==> src/rtl/serial_frame_receiver.sv <==
// serial_frame_receiver
//   Receive end of the serial shift-register link. Watches a one-bit-per-clock
//   line, detects a start bit, shifts in DATA_WIDTH data bits MSB first, checks
//   the stop bit and hands each good word to parallel logic through a
//   one-entry valid/ready holding buffer.
//
//   Optional feature: define PARITY_CHECK_EN to add an even-parity bit between
//   the data bits and the stop bit. Without it Parity_Error_Out is tied 0.
//
// Ports
//   Clk_In           clock, everything on the rising edge
//   Reset_In         synchronous active-high reset
//   Serial_Data_In   serial line, one bit sampled per clock
//   Data_Out         received word, stable while Data_Valid_Out=1
//   Data_Valid_Out   holding buffer full
//   Data_Ready_In    consumer accepts the word when valid & ready
//   Busy_Out         receiver is inside a frame (not idle)
//   Frame_Error_Out  one-cycle pulse, bad stop bit, frame discarded
//   Overrun_Out      one-cycle pulse, good frame dropped because buffer full
//   Parity_Error_Out one-cycle pulse, parity mismatch, frame discarded
module serial_frame_receiver #(
  parameter int unsigned DATA_WIDTH = 8,
  parameter logic        IDLE_LEVEL = 1'b1
) (
  input  logic                  Clk_In,
  input  logic                  Reset_In,
  input  logic                  Serial_Data_In,
  output logic [DATA_WIDTH-1:0] Data_Out,
  output logic                  Data_Valid_Out,
  input  logic                  Data_Ready_In,
  output logic                  Busy_Out,
  output logic                  Frame_Error_Out,
  output logic                  Overrun_Out,
  output logic                  Parity_Error_Out
);

  localparam int unsigned CntWidth = $clog2(DATA_WIDTH + 1);

  typedef enum logic [1:0] {StIdle, StData, StParity, StStop} state_e;

  state_e                state_q, state_d;
  logic [DATA_WIDTH-1:0] shift_q, shift_d;
  logic [CntWidth-1:0]   cnt_q, cnt_d;
  // Frame passed its checks at the stop edge; the buffer load happens one edge
  // later. shift_q is untouched in StIdle, so it still holds the word then,
  // even if a back-to-back start bit is being sampled at that same edge.
  logic                  good_q, good_d;
  logic                  frame_err_q, frame_err_d;
  logic                  overrun_q;
  logic [DATA_WIDTH-1:0] data_q;
  logic                  valid_q;
  logic                  last_bit;
`ifdef PARITY_CHECK_EN
  logic                  par_bad_q, par_bad_d;
  logic                  parity_err_q, parity_err_d;
`endif

  assign last_bit = (cnt_q == CntWidth'(DATA_WIDTH - 1));

  always_comb begin
    state_d     = state_q;
    shift_d     = shift_q;
    cnt_d       = cnt_q;
    good_d      = 1'b0;
    frame_err_d = 1'b0;
`ifdef PARITY_CHECK_EN
    par_bad_d    = par_bad_q;
    parity_err_d = 1'b0;
`endif
    unique case (state_q)
      StIdle: begin
        if (Serial_Data_In == ~IDLE_LEVEL) begin
          state_d = StData;
          cnt_d   = '0;
        end
      end
      StData: begin
        shift_d = {shift_q[DATA_WIDTH-2:0], Serial_Data_In};
        cnt_d   = cnt_q + CntWidth'(1);
        if (last_bit) begin
`ifdef PARITY_CHECK_EN
          state_d = StParity;
`else
          state_d = StStop;
`endif
        end
      end
      StParity: begin
`ifdef PARITY_CHECK_EN
        // Even parity: XOR of data bits and parity bit must be 0.
        par_bad_d = (^shift_q) ^ Serial_Data_In;
`endif
        state_d = StStop;
      end
      StStop: begin
        state_d     = StIdle;
        frame_err_d = (Serial_Data_In != IDLE_LEVEL);
`ifdef PARITY_CHECK_EN
        parity_err_d = par_bad_q;
        good_d       = (Serial_Data_In == IDLE_LEVEL) && !par_bad_q;
`else
        good_d       = (Serial_Data_In == IDLE_LEVEL);
`endif
      end
      default: state_d = StIdle;
    endcase
  end

  always_ff @(posedge Clk_In) begin
    if (Reset_In) begin
      state_q     <= StIdle;
      shift_q     <= '0;
      cnt_q       <= '0;
      good_q      <= 1'b0;
      frame_err_q <= 1'b0;
      overrun_q   <= 1'b0;
      data_q      <= '0;
      valid_q     <= 1'b0;
`ifdef PARITY_CHECK_EN
      par_bad_q    <= 1'b0;
      parity_err_q <= 1'b0;
`endif
    end else begin
      state_q     <= state_d;
      shift_q     <= shift_d;
      cnt_q       <= cnt_d;
      good_q      <= good_d;
      frame_err_q <= frame_err_d;
      overrun_q   <= 1'b0;
`ifdef PARITY_CHECK_EN
      par_bad_q    <= par_bad_d;
      parity_err_q <= parity_err_d;
`endif
      if (good_q) begin
        // Load is allowed into an empty buffer or one being drained this edge.
        if (!valid_q || Data_Ready_In) begin
          data_q  <= shift_q;
          valid_q <= 1'b1;
        end else begin
          overrun_q <= 1'b1;
        end
      end else if (valid_q && Data_Ready_In) begin
        valid_q <= 1'b0;
      end
    end
  end

  assign Data_Out        = data_q;
  assign Data_Valid_Out  = valid_q;
  assign Busy_Out        = (state_q != StIdle);
  assign Frame_Error_Out = frame_err_q;
  assign Overrun_Out     = overrun_q;
`ifdef PARITY_CHECK_EN
  assign Parity_Error_Out = parity_err_q;
`else
  assign Parity_Error_Out = 1'b0;
`endif

endmodule

==> config.mk <==
export PLATFORM = sky130hd
export DESIGN_NAME = serial_frame_receiver
export DESIGN_NICKNAME = d
export VERILOG_FILES = /design/src/rtl/serial_frame_receiver.sv
export SDC_FILE = /design/constraint.sdc
export NUM_CORES = 1
export LEC_CHECK = 0
export ABC_AREA = 1
export BUFFER_PORTS_ARGS = -buffer_cell sky130_fd_sc_hd__buf_2
export CORE_MARGIN = 2
export CORE_UTILIZATION = 57
export CTS_BUF_LIST = sky130_fd_sc_hd__clkbuf_4 sky130_fd_sc_hd__clkbuf_8
export DETAILED_ROUTE_END_ITERATION = 10
export PLACE_DENSITY = 0.9
export SLEW_MARGIN = 5
export SYNTH_ARGS = -nofsm -noshare
export SYNTH_HDL_FRONTEND = slang
export SYNTH_SLANG_ARGS = --single-unit
export TNS_END_PERCENT = 10
==> constraint.sdc <==
create_clock -name Clk_In -period 1.31 [get_ports Clk_In]
set_clock_uncertainty 0.05 [all_clocks]
set_input_delay 0.262 -clock Clk_In [delete_from_list [all_inputs] [get_ports Clk_In]]
set_output_delay 0.262 -clock Clk_In [all_outputs]
set_load 0.005 [all_outputs]
==> metrics.txt, run 1 <==
Int Power=about 1700 µW; critical path type=reg -> out; combinational fraction of design power=0.369; area post-placement=around 1100 µm²; sequential power share=0.416; Hold Violations, Final=0; first-pass GRT wire length=about 3100 µm; Mapped Cells=~140; DRT iter0 DRCs=28; WP data required=1000 ps; clk buf depth=2; Synth top cells by count=38 x nor2_1, 26 x dfxtp_1, 19 x nand2_1; total gr overflow=0; Cell variety after synth=15; Psw=around 860 µW; overall routing resource usage=0.2022; synth warn=0; maxcap violations=0; Die Area=2201 µm²; Starting Density=0.6080; synth top area cells=dfxtp_1 50%, nor2_1 14%, o21ai_0 7.6%, nand2_1 6.8%, inv_1 5.0%; Placed Cells=180; DR vias/cell=approximately 4.9; Post-Syn Nets=150; die span in y=~47 µm; register bit total from synthesis=26; clock sink count=26; initial antenna violation count=0; clock root buffer=clkbuf_4; detailed-route DRC error count=0; RSZ-0062 raised after global routing=yes; Die Width=46.92 µm; post-layout min period=around 1300 ps; Top FF cell, synth=dfxtp_1; Max IR drop VDD=approximately 1.6 mV; Setup WS post-layout=-24.36 ps; worst hold path class=in -> reg; layout cells sized above 1=0.2454; pin count of the biggest net entering global routing=21; Non-Filler Instances=approximately 190; worst slack at placement=-0.3259 ps; flop2flop setup slack=0 ps; PD cells=2014 nW/µm²; startpoint types=flop; # diodes=0; cell area after synthesis=~1000 µm²; cts hold-fix bufs=0; Hold WS=between 80 and 90 ps; top-area cell type share of the netlist area=0.4958; Site Rows=15; CTS tree=built; fillers=around 140; DR pass1 iterations=4; mean routed wirelength per cell=approximately 11 µm; cts bufs inserted=3; remaining antenna violation count=0; count leader, synth=nor2_1; io pins=17; vias in the first global route=796; Layout Nets=172; Port Buffers=15; clock power share=0.215; Post-synth EDFFs=0; Crit. End Element=primary output; H-tree depth=1; WP data arrival=a little over 1000 ps; clk_lat worst skew=between 300 and 400 ps; max-slew violation count=0; sw frac=0.3390; final instance area=about 1300 µm²; GPL Wtd Cong=0.7955; Seq/Total Area, Yosys=0.4958; clk slew on worst S/H paths=about 130 ps; area leader, netlist=dfxtp_1; Max FO, Critical Path=2; Post-synth ARST share=0; vias=slightly above 900; post-DP HPWL=between 1000 and 1500 µm; area added between synthesis and finish=19.67%; Syn Area/Cell=approximately 7.4 µm²; fmax=about 0.75 GHz; final-report setup violation count=1; status=complete, but fails checks; fin crit share=1.019; drt total wl=just over 2000 µm; Core Box Area=about 1700 µm²; failing checks=negative setup slack; leakage=about 0.0006 µW
## per-stage QoR
| stage | utilization | TNS, ps | total power [µW] |
|---|---|---|---|
| floorplan | - | 0 | 1562 |
| global placement | 0.6601 | 0 | 1703 |
| detailed placement | 0.6601 | -0.3259 | 1752 |
| CTS | 0.7152 | -41.04 | 2418 |
| global route | 0.7275 | -292.8 | 2695 |
| finish | 0.7275 | -24.36 | 2530 |
## power by group through the flow
stage               sequential (µW)  clock [µW]  combinational [µW]
floorplan                      1040           0                 520
global placement               1060           0                 644
detailed placement             1070           0                 683
CTS                            1050         554                 813
global route                   1070         584                1040
finish                         1050         544                 933
## timing repair
action	CTS	global route
hold endpoints to repair	0	0
setup endpoints to repair	3	10
pin swaps	1	1
resized for setup	8	6
buffers inserted	3	1
## cells by family (layout without fill, tap and decap cells)
| kind of cell | after synthesis | after routing | synth area share |
|---|---|---|---|
| simple gates | 68 | 68 | 0.2586 |
| buf+inv | 22 | 43 | 0.09415 |
| other cells | 1 | 1 | 0.003572 |
| compound gates | 21 | 21 | 0.1001 |
| flops | 26 | 26 | 0.4958 |
| fa+ha+maj | 4 | 4 | 0.04768 |
## registers in the layout, summed over array words and instances (netlist names)
name	flops
state_q	2
Data_Out	8
Frame_Error_Out	1
Overrun_Out	1
Data_Valid_Out	1
cnt_q	4
shift_q	8
good_q	1
## critical path: stages (launching register included)
cell and delay, ps:
dfxtp_2 360, inv_2 50, ha_4 160, inv_4 50
buf_6 80
## placed cells by master, fill, tap and decap left out, types with 4 or more instances in the layout
cell     instances
buf_2           14
nand3_1          6
nor2_1          37
nand2_1         17
dfxtp_1         24
inv_1           12
a21oi_1          5
inv_2            5
o21ai_0         14
nand2_2          4
buf_4            6
## final cells by class
type                       instances  area (µm²)  share of cell area
timing repair buffer              21       126.4              0.1006
inverter                          18       70.07             0.05578
clock buffer                       3       22.52             0.01793
sequential                        26       523.0              0.4163
tap                               25       31.28             0.02490
clock inverter                     1       30.03             0.02390
multi-input combinational         94       452.9              0.3606
## worst paths after layout
path	end	cells after the start	start
setup / recovery	Busy_Out	4	state_q[1]
hold / removal	Frame_Error_Out	2	Serial_Data_In
setup reg to reg	state_q[1]	8	state_q[0]
hold reg to reg	Data_Out[0]	2	Data_Out[0]
## per-layer routing
layer	up-vias	wire length, µm	GRT usage
li1	479	-	-
met1	418	826	0.2114
met3	4	79	0.03846
met4	0	10	0.07778
met2	28	1152	0.3918
met5	-	0	0
Note: power is estimated with default switching activity, not from simulation.
==> run 2: changes to the inputs <==
--- a/config.mk
+++ b/config.mk
@@ -7,11 +7,12 @@
 export LEC_CHECK = 0
 export ABC_AREA = 1
 export BUFFER_PORTS_ARGS = -buffer_cell sky130_fd_sc_hd__buf_2
+export CORE_ASPECT_RATIO = 0.7
 export CORE_MARGIN = 2
-export CORE_UTILIZATION = 57
+export CORE_UTILIZATION = 51
 export CTS_BUF_LIST = sky130_fd_sc_hd__clkbuf_4 sky130_fd_sc_hd__clkbuf_8
 export DETAILED_ROUTE_END_ITERATION = 10
-export PLACE_DENSITY = 0.9
+export PLACE_DENSITY = 0.86
 export SLEW_MARGIN = 5
 export SYNTH_ARGS = -nofsm -noshare
 export SYNTH_HDL_FRONTEND = slang
==> constraint.sdc (replaced) <==
create_clock -name Clk_In -period 1.1 [get_ports Clk_In]
set_clock_uncertainty 0.05 [all_clocks]
set_input_delay 0.22 -clock Clk_In [delete_from_list [all_inputs] [get_ports Clk_In]]
set_output_delay 0.22 -clock Clk_In [all_outputs]
set_load 0.005 [all_outputs]
==> run 2 against run 1 <==
The run still ends with negative setup slack left. Count of clock-buffer cells in the layout did not move. Critical path depth stayed put. Sequential power increased by 24%. Sequential share of layout area decreased by 2.5 points. Sequential cell count is the same. Non-clock buffer count increased by 4. Cell count up 0.53%. Global-route usage decreased by 1.9 points. Clock power up 20%. Combinational power rose by 53%. Via count grew 7.8%. Worst hold slack worse by 57 ps. Critical endpoint unchanged. Largest power group is now combinational logic.
==> metrics.txt, run 2 (synthesized netlist as in run 1, its figures left out) <==
io pins=17 (unchanged); clk slew on worst S/H paths=140 ps (about the same); Site Rows=13 (-2); first-pass GRT wire length=3346 µm (+6.4%); PD cells=2487 nW/µm² (+24%); detailed-route DRC error count=0 (unchanged); Layout Nets=176 (+2.3%); Die Area=2443 µm² (+11%); CP max-delay cell=dfxtp_4; failing checks=negative setup slack; DR vias/cell=5.296 (+7.2%); Setup WS post-layout=-231.1 ps (-206.8 ps); status=complete, but fails checks; post-layout min period=1331 ps; die span in y=41.96 µm (-11%); # diodes=0 (unchanged); vias=1,001 (+7.8%); clk buf depth=2 (unchanged); mean routed wirelength per cell=13.14 µm (+19%); fmax=0.7512 GHz; vias in the first global route=811 (+1.9%); Hold Violations, Final=0 (unchanged); final-report setup violation count=15 (+14); Starting Density=0.5516 (-0.05636); critical path type=reg -> out; leading cell types in the layout, fill and taps excluded=32 x nor2_1, 18 x dfxtp_1, 17 x nand2_1; initial antenna violation count=0 (unchanged); layout cells sized above 1=0.3832 (+0.1378); fin util=0.7153 (-0.01222); area added between synthesis and finish=29.68%; CTS tree=built; most common cell after layout, fill and taps aside=nor2_1; fin crit share=1.210; remaining antenna violation count=0 (unchanged); pin count of the biggest net entering global routing=21 (unchanged); Port Buffers=15 (unchanged); post-DP HPWL=1542 µm (+13%); clk_lat worst skew=330 ps (about the same); clock root buffer=clkbuf_4; DR pass1 iterations=5 (+1); DRT iter0 DRCs=43 (+54%); Max FO, Critical Path=3 (+1); RSZ-0062 raised after global routing=yes; critical path's most frequent cell=inv_4; startpoint types=flop; leakage=0.0006336 µW (+5.3%); total gr overflow=0 (unchanged); WP data arrival=1060 ps (+40 ps); worst slack at placement=-177.8 ps (-177.5 ps); drt total wl=2483 µm (+20%); Core Box Area=1903 µm² (+10%); max-slew violation count=0 (unchanged); Crit. End Element=primary output; slowest stage delay, CP=400 ps (+40 ps); Worst Path Buf+Inv=3 (unchanged); WP data required=830 ps (-170 ps); worst hold path class=in -> reg; cts hold-fix bufs=0 (unchanged); crit-path leading delay family=flip-flops; H-tree depth=1 (unchanged); CP Cell Sequence=inv_4 > ha_4 > inv_4 > buf_6; maxcap violations=0 (unchanged); GPL Wtd Cong=0.8672 (+9.0%); Die Width=58.23 µm (+24%); area post-placement=1184 µm² (+3.8%); clock sink count=26 (unchanged); Power Total=3386 µW (+34%); Max IR drop VDD=1.515 mV (-3.7%); cts bufs inserted=3 (unchanged); overall routing resource usage=0.1829 (-0.01927); final instance area=1361 µm² (+8.4%)
-- run 2: routing by layer --
metal	part of all wire	GRT usage	wire length, µm	up-vias
li1	-	-	-	488
met1	0.38	0.2046	940	456
met2	0.52	0.3091	1298	49
met3	0.069	0.06854	172	8
met4	0.029	0.07907	72	0
met5	0	0	0	-
-- run 2: cell type report --
type,count,area (µm²)
fill,140,541.8
multi-input combinational,94,501.7
sequential,26,533.0
inverter,18,72.57
timing repair buffer,25,173.9
clock buffer,3,22.52
clock inverter,1,30.03
tap,22,27.53
-- run 2: final timing paths --
check	from	end	slack, ps	cells after the start
setup / recovery	state_q[0]	Busy_Out	-230	4
hold / removal	Serial_Data_In	Frame_Error_Out	30	2
setup reg to reg	state_q[0]	state_q[1]	-160	8
hold reg to reg	good_q	Overrun_Out	430	2
-- run 2: timing repair --
item	CTS	global route
setup endpoints to repair	14	21
buffers inserted	2	2
pin swaps	1	5
endpoints found under the hold margin	0	0
resized for setup	8	37
-- run 2: report_power, final --
| part | total, µW | internal, µW | switching, µW |
|---|---|---|---|
| registers | 1300 | 1140 | 164 |
| clock network | 654 | 369 | 285 |
| logic | 1430 | 655 | 772 |
-- run 2: per-stage QoR --
stage | std cells | setup TNS [ps] | hold WS (ps)
final | 189 | -1441 | 27.23
after global routing | 189 | -2257 | 16.50
after CTS | 187 | -1583 | 15.72
after detailed placement | 181 | -1059 | 371.7
after global placement | 181 | -208.4 | 368.8
after floorplan | 142 | -28.95 | 239.1
